<file path="config.mk">
export PLATFORM = sky130hd
export DESIGN_NAME = vector_mac_stream_flat
export DESIGN_NICKNAME = d
export VERILOG_FILES = /design/src/rtl/vector_mac_stream_if.sv /design/src/rtl/vector_mac_stream.sv /design/src/flat_wrapper.sv
export SDC_FILE = /design/constraint.sdc
export NUM_CORES = 2
export LEC_CHECK = 0
export BUFFER_PORTS_ARGS = -buffer_cell sky130_fd_sc_hd__buf_2
export CORE_UTILIZATION = 63
export CTS_BUF_LIST = sky130_fd_sc_hd__clkbuf_16
export DETAILED_ROUTE_END_ITERATION = 6
export HOLD_SLACK_MARGIN = 0.12
export PLACE_DENSITY = 0.82
export SKIP_CTS_REPAIR_TIMING = 1
export SLEW_MARGIN = 20
export SYNTH_ARGS = -nofsm -noshare
export SYNTH_HDL_FRONTEND = slang
export SYNTH_SLANG_ARGS = --single-unit
</file>
<file path="constraint.sdc">
create_clock -name clk -period 3.25 [get_ports clk]
set_input_delay 0.8125 -clock clk [delete_from_list [all_inputs] [get_ports clk]]
set_output_delay 0.8125 -clock clk [all_outputs]
set_load 0.05 [all_outputs]
</file>
<file path="src/rtl/vector_mac_stream_if.sv">
// Stream bundle for vector_mac_stream: input beat channel and result channel.
// The slave modport is the MAC's view; the master modport is the feeder's view.
interface vector_mac_stream_if #(
    parameter int DATA_W = 8,
    parameter int WGT_W  = 8,
    parameter int LENGTH = 16,
    parameter int ACC_W  = 24
);
    logic                          mode;
    logic                          in_valid;
    logic                          in_ready;
    logic                          in_last;
    logic [LENGTH-1:0][DATA_W-1:0] in_data;
    logic [LENGTH-1:0][WGT_W-1:0]  in_weight;
    logic                          out_valid;
    logic                          out_ready;
    logic [LENGTH-1:0][ACC_W-1:0]  out_data;

    modport master (
        output mode, in_valid, in_last, in_data, in_weight, out_ready,
        input  in_ready, out_valid, out_data
    );
    modport slave (
        input  mode, in_valid, in_last, in_data, in_weight, out_ready,
        output in_ready, out_valid, out_data
    );
endinterface

</file>
<file path="src/rtl/vector_mac_stream.sv">
// Streaming LENGTH-lane multiply / accumulate, 2-stage pipeline with valid/ready.
// Define VMAC_SATURATE_EN to clamp accumulate results; otherwise they wrap.
module vmac_lane #(
    parameter int DATA_W = 8,
    parameter int WGT_W  = 8,
    parameter int ACC_W  = 24
) (
    input  logic              clk,
    input  logic              rstn,
    input  logic              clr,
    input  logic              s1_en_i,
    input  logic              s2_en_i,
    input  logic              s2_mode_i,
    input  logic              s2_last_i,
    input  logic [DATA_W-1:0] act_i,
    input  logic [WGT_W-1:0]  wgt_i,
    output logic [ACC_W-1:0]  out_o,
    output logic              ovf_o
);
    localparam int PW = DATA_W + WGT_W;

    logic signed [PW-1:0]    a_ext, w_ext, prod_d, prod_q;
    logic signed [ACC_W-1:0] acc_d, acc_q, out_d, out_q, lim;
    logic signed [ACC_W:0]   sum;
    logic                    rng_err;

    always_comb begin
        a_ext   = {{WGT_W{1'b0}}, act_i};
        w_ext   = {{DATA_W{wgt_i[WGT_W-1]}}, wgt_i};
        prod_d  = a_ext * w_ext;
        // One guard bit is enough to see any single-step overflow exactly.
        sum     = (ACC_W+1)'(acc_q) + (ACC_W+1)'(prod_q);
        rng_err = sum[ACC_W] != sum[ACC_W-1];
        ovf_o   = s2_en_i && s2_mode_i && rng_err;
`ifdef VMAC_SATURATE_EN
        if (rng_err)
            lim = sum[ACC_W] ? {1'b1, {(ACC_W-1){1'b0}}} : {1'b0, {(ACC_W-1){1'b1}}};
        else
            lim = sum[ACC_W-1:0];
`else
        lim = sum[ACC_W-1:0];
`endif
        acc_d = acc_q;
        out_d = out_q;
        if (s2_en_i) begin
            if (!s2_mode_i) begin
                out_d = ACC_W'(prod_q);
            end else if (s2_last_i) begin
                out_d = lim;
                acc_d = '0;
            end else begin
                acc_d = lim;
            end
        end
    end

    always_ff @(posedge clk or negedge rstn) begin
        if (!rstn) begin
            prod_q <= '0;
            acc_q  <= '0;
            out_q  <= '0;
        end else if (clr) begin
            prod_q <= '0;
            acc_q  <= '0;
            out_q  <= '0;
        end else begin
            if (s1_en_i) prod_q <= prod_d;
            acc_q <= acc_d;
            out_q <= out_d;
        end
    end

    assign out_o = out_q;
endmodule

module vector_mac_stream #(
    parameter int DATA_W = 8,
    parameter int WGT_W  = 8,
    parameter int LENGTH = 16,
    parameter int ACC_W  = 24
) (
    input  logic                      clk,
    input  logic                      rstn,
    input  logic                      clr,
    vector_mac_stream_if.slave        bus,
    output logic                      ovf
);
    localparam int STAGES = 2;

    // [0]: multiply stage holds a beat, [1]: out_data holds a result
    logic [STAGES-1:0] vld_pipe_q;
    logic              s1_mode_q, s1_last_q, pkt_open_q, ovf_q;
    logic              stall, accept, eff_mode, s2_en;
    logic [LENGTH-1:0] lane_ovf;

    assign stall         = vld_pipe_q[1] && !bus.out_ready;
    assign accept        = bus.in_valid && !stall && !clr;
    assign eff_mode      = pkt_open_q | bus.mode;
    assign s2_en         = vld_pipe_q[0] && !stall && !clr;
    assign bus.in_ready  = !stall;
    assign bus.out_valid = vld_pipe_q[1];
    assign ovf           = ovf_q;

    always_ff @(posedge clk or negedge rstn) begin
        if (!rstn) begin
            vld_pipe_q <= '0;
            s1_mode_q  <= 1'b0;
            s1_last_q  <= 1'b0;
            pkt_open_q <= 1'b0;
            ovf_q      <= 1'b0;
        end else if (clr) begin
            vld_pipe_q <= '0;
            s1_mode_q  <= 1'b0;
            s1_last_q  <= 1'b0;
            pkt_open_q <= 1'b0;
            ovf_q      <= 1'b0;
        end else begin
            if (|lane_ovf) ovf_q <= 1'b1;
            if (accept) begin
                s1_mode_q <= eff_mode;
                s1_last_q <= bus.in_last;
                if (eff_mode) pkt_open_q <= !bus.in_last;
            end
            if (!stall) begin
                vld_pipe_q[0] <= accept;
                // Non-last accumulate beats only update the sums.
                vld_pipe_q[1] <= vld_pipe_q[0] && (!s1_mode_q || s1_last_q);
            end
        end
    end

    for (genvar i = 0; i < LENGTH; i++) begin : g_lane
        vmac_lane #(
            .DATA_W(DATA_W),
            .WGT_W (WGT_W),
            .ACC_W (ACC_W)
        ) u_lane (
            .clk      (clk),
            .rstn     (rstn),
            .clr      (clr),
            .s1_en_i  (accept),
            .s2_en_i  (s2_en),
            .s2_mode_i(s1_mode_q),
            .s2_last_i(s1_last_q),
            .act_i    (bus.in_data[i]),
            .wgt_i    (bus.in_weight[i]),
            .out_o    (bus.out_data[i]),
            .ovf_o    (lane_ovf[i])
        );
    end
endmodule

</file>
<file path="src/flat_wrapper.sv">
// flat-port wrapper written by rule: the top's interface ports become plain ports
module vector_mac_stream_flat 
#(
    parameter int DATA_W = 8,
    parameter int WGT_W  = 8,
    parameter int LENGTH = 16,
    parameter int ACC_W  = 24
)
  (clk, rstn, clr, ovf, bus_mode, bus_in_valid, bus_in_last, bus_in_data, bus_in_weight, bus_out_ready, bus_in_ready, bus_out_valid, bus_out_data);
  vector_mac_stream_if #(.DATA_W(DATA_W), .WGT_W(WGT_W), .LENGTH(LENGTH), .ACC_W(ACC_W)) bus_i ();
  input  logic clk;
  input  logic rstn;
  input  logic clr;
  output logic ovf;
  input wire logic [$bits(bus_i.mode)-1:0] bus_mode;
  input wire logic [$bits(bus_i.in_valid)-1:0] bus_in_valid;
  input wire logic [$bits(bus_i.in_last)-1:0] bus_in_last;
  input wire logic [$bits(bus_i.in_data)-1:0] bus_in_data;
  input wire logic [$bits(bus_i.in_weight)-1:0] bus_in_weight;
  input wire logic [$bits(bus_i.out_ready)-1:0] bus_out_ready;
  output wire logic [$bits(bus_i.in_ready)-1:0] bus_in_ready;
  output wire logic [$bits(bus_i.out_valid)-1:0] bus_out_valid;
  output wire logic [$bits(bus_i.out_data)-1:0] bus_out_data;
  assign bus_i.mode = bus_mode;
  assign bus_i.in_valid = bus_in_valid;
  assign bus_i.in_last = bus_in_last;
  assign bus_i.in_data = bus_in_data;
  assign bus_i.in_weight = bus_in_weight;
  assign bus_i.out_ready = bus_out_ready;
  assign bus_in_ready = bus_i.in_ready;
  assign bus_out_valid = bus_i.out_valid;
  assign bus_out_data = bus_i.out_data;
  vector_mac_stream #(.DATA_W(DATA_W), .WGT_W(WGT_W), .LENGTH(LENGTH), .ACC_W(ACC_W)) u_core (.clk(clk), .rstn(rstn), .clr(clr), .bus(bus_i), .ovf(ovf));
endmodule
</file>
==> results by group <==
Run status
  • Status: complete, but fails checks
  • Failing checks: DRC, setup timing

Clocking
  • Worst-Skew Late Latency: 750 ps
  • CTS max path bufs: 3
  • Clock transition at path regs: 60 ps
  • # clock sinks: 1030
  • CTS tree: done
  • CTS Buf Count: 109
  • H-tree levels: 3
  • Root buffer cell: clkbuf_16

Route
  • Routed wire per std cell: 21.7 µm
  • Initial DRC Count: 6120
  • ANT nets after route: 0
  • Remaining DRCs: 7
  • Vias/cell: 6.08
  • Total wire length: 284000 µm
  • DR vias: 79438
  • Pre-antenna DRT Iters: 7

Place
  • Inst Count DP: 12792
  • DP HPWL: 202000 µm
  • Gpl congestion: 0.956
  • PortBufs: 649

Global route
  • Largest net degree at the start of global routing: 119
  • Initial antenna violation count: 4
  • Vias in the first global route: 80481
  • Total grt overflow: 0
  • GRT Overall Usage: 0.364
  • Global-route wire length before repair: 422000 µm

Setup path
  • Max stage delay on crit path: 550 ps
  • Most used cell, CP: fa_1
  • CP max stage cell: fa_1
  • Crit end category: flop
  • CP top delay family: adder cells
  • Crit path buf inv count: 5
  • Worst endpoint required time: 3870 ps
  • CP Class: input pin to flop
  • Worst path arrival time: 5110 ps
  • Maximum fanout along the worst path: 6
  • Startpoint Class: input pin
  • Worst-path cell chain: clkbuf_4 > nand2_2 > fa_1 > fa_1 > inv_1 > fa_1 > inv_1 > fa_1 > inv_1 > ha_1 > inv_2 > o21bai_1 > a21oi_2 > o21bai_1 > a21oi_2 > nor2b_2 > o21a_1 > o41ai_2 > xnor2_1 > a22o_1

Worst hold path
  • HP Class: input pin to flop

Timing
  • Fmax: 223 MHz
  • Fin. Hold Viols: 0
  • Final WS setup: -1240 ps
  • Relative slew slack: 0.407
  • RSZ-0062 raised after global routing: true
  • WHS: 313 ps
  • Slew Limit Fails: 0
  • Fin crit period: 4490 ps
  • Slew @ Worst Pin: 888 ps
  • Final worst path period share: 1.38
  • Final setup violation count: 140
  • Worst Skew: 30.3 ps

Floorplanning
  • Core area: 142000 µm²
  • Die Y: 380 µm
  • # IOs: 650
  • Initial Util: 0.635
  • Die W: 380 µm
  • Row cnt: 138
  • Die area: 144000 µm²

Logic synthesis
  • Ys async rst share: 1.00
  • Seq/Total Area, Yosys: 0.287
  • Post-synth EDFFs: 0
  • Mapped cell area: 89900 µm²
  • Mapped Avg Cell Area: 9.46 µm²
  • Post-Synthesis Cells: 9505
  • Post-Syn Nets: 11400
  • Yosys warning count: 0
  • Main synth FF type: dfrtp_1
  • Yosys cell types: 89
  • Post-synthesis register bit count: 1030

Cells and area
  • Most common cell after layout, fill and taps aside: dfrtp_1
  • Layout area overhead: 26.9%
  • Most frequent cells in the layout: dfrtp_1 (1029), buf_4 (1010), ha_1 (892)
  • Nets: 12986
  • Fillers: 8353
  • Fin cells: 13076
  • Layout cells sized above 1: 0.265

Power
  • Internal power: 0.0391 W
  • VDD IR-drop max: 579 µV
  • Gate power share: 0.559
  • Leakage: 58.3 nW
  • Flop pwr share: 0.231
  • PwrDens: 570 nW/µm²
  • Switching share of power: 0.399
  • P_sw: 0.0259 W
  • Clk pwr share: 0.210

Run
  • Max Cap Violations: 0
==> worst paths after layout <==
check                                             startpoint                             endpoint  slack, ps  cells past startpoint
max                                        bus_in_weight[84]  u_core.g_lane[10].u_lane.prod_q[15]      -1240                     20
min                                              bus_in_last                     u_core.s1_last_q        310                      2
max reg2reg                u_core.g_lane[7].u_lane.prod_q[4]                           u_core.ovf       -260                     13
min reg2reg                u_core.g_lane[2].u_lane.out_o[16]    u_core.g_lane[2].u_lane.out_o[16]        470                      2
max in group asynchronous                               rstn    u_core.g_lane[2].u_lane.prod_q[6]       1590                      4
min in group asynchronous                               rstn     u_core.g_lane[5].u_lane.out_o[9]        590                      2
==> synth_stat cells (all sizes together) (16+ instances only) <==
library cell | n | area, µm²
a211oi | 35 | 268
a21o | 176 | 1320
a21oi | 504 | 2530
a221o | 24 | 240
a22o | 427 | 3740
a31oi | 35 | 225
a32o | 16 | 160
and2 | 649 | 4060
and3 | 31 | 194
buf | 16 | 60.1
clkbuf | 278 | 1040
dfrtp | 1030 | 25800
fa | 608 | 12200
ha | 1024 | 12800
inv | 1058 | 3970
mux2i | 218 | 2180
nand2 | 940 | 3530
nand2b | 105 | 657
nand3 | 53 | 265
nand4 | 30 | 188
nor2 | 368 | 1380
nor2b | 77 | 482
nor3 | 70 | 355
o211ai | 25 | 193
o21a | 82 | 617
o21ai | 692 | 3470
o21bai | 118 | 886
o31ai | 63 | 483
o41ai | 29 | 295
xnor2 | 364 | 3190
xor2 | 178 | 1560
==> power groups by stage <==
stage / clock network [W] / logic, W / registers (W)
after floorplan: 0 / 0.0160 / 0.0157
after global placement: 0 / 0.0271 / 0.0151
after detailed placement: 0 / 0.0282 / 0.0152
after CTS: 0.0137 / 0.0285 / 0.0150
after global routing: 0.0142 / 0.0392 / 0.0151
final: 0.0137 / 0.0363 / 0.0150
==> registers in the layout (all words and copies together), names as in the netlist <==
signal,cells
u_core.s1_mode_q,1
u_core.g_lane.u_lane.acc_q,384
u_core.vld_pipe_q,2
u_core.pkt_open_q,1
u_core.ovf,1
u_core.g_lane.u_lane.out_o,384
u_core.s1_last_q,1
u_core.g_lane.u_lane.prod_q,256
==> metrics by stage <==
step | util | total power [W] | worst slack, ps | setup TNS [ps] | cell area (µm²)
floorplan | - | 0.0317 | -1430 | -137860 | 90700
global placement | 0.733 | 0.0422 | -1770 | -210510 | 104000
detailed placement | 0.733 | 0.0433 | -1880 | -223480 | 104000
CTS | 0.760 | 0.0572 | -1110 | -89240 | 108000
global route | 0.806 | 0.0685 | -1420 | -105410 | 114000
finish | 0.806 | 0.0650 | -1240 | -86410 | 114000
==> logic make-up (layout without fill, tap and decap cells) <==
logic type	Yosys count	in the layout	synth area share
xor+xnor	542	542	0.0528
mux	225	225	0.0252
other cells	0	2	0
flops	1030	1030	0.287
simple gates	2381	2381	0.128
fa+ha+maj	1632	1632	0.278
buf+inv	1353	3032	0.0565
compound gates	2342	2342	0.173
==> per-layer routing <==
metal,up-vias,GRT usage,wire length [µm]
met3,860,0.0723,23300
met4,8,0.193,17300
met1,39619,0.451,106000
met2,3443,0.600,138000
met5,-,0,46
li1,35508,-,-
==> cell type report <==
type	instances	area, µm²	share of cell area
Clock buffer	110	2750	0.0241
Tap cell	1890	2360	0.0207
Antenna cell	2	5.00	0.0000439
Multi-Input combinational cell	7122	64100	0.562
Inverter	1059	4060	0.0356
Sequential cell	1030	25800	0.226
Clock inverter	94	1090	0.00953
Timing Repair Buffer	1769	13900	0.122
(Power assumes the default switching activity.)
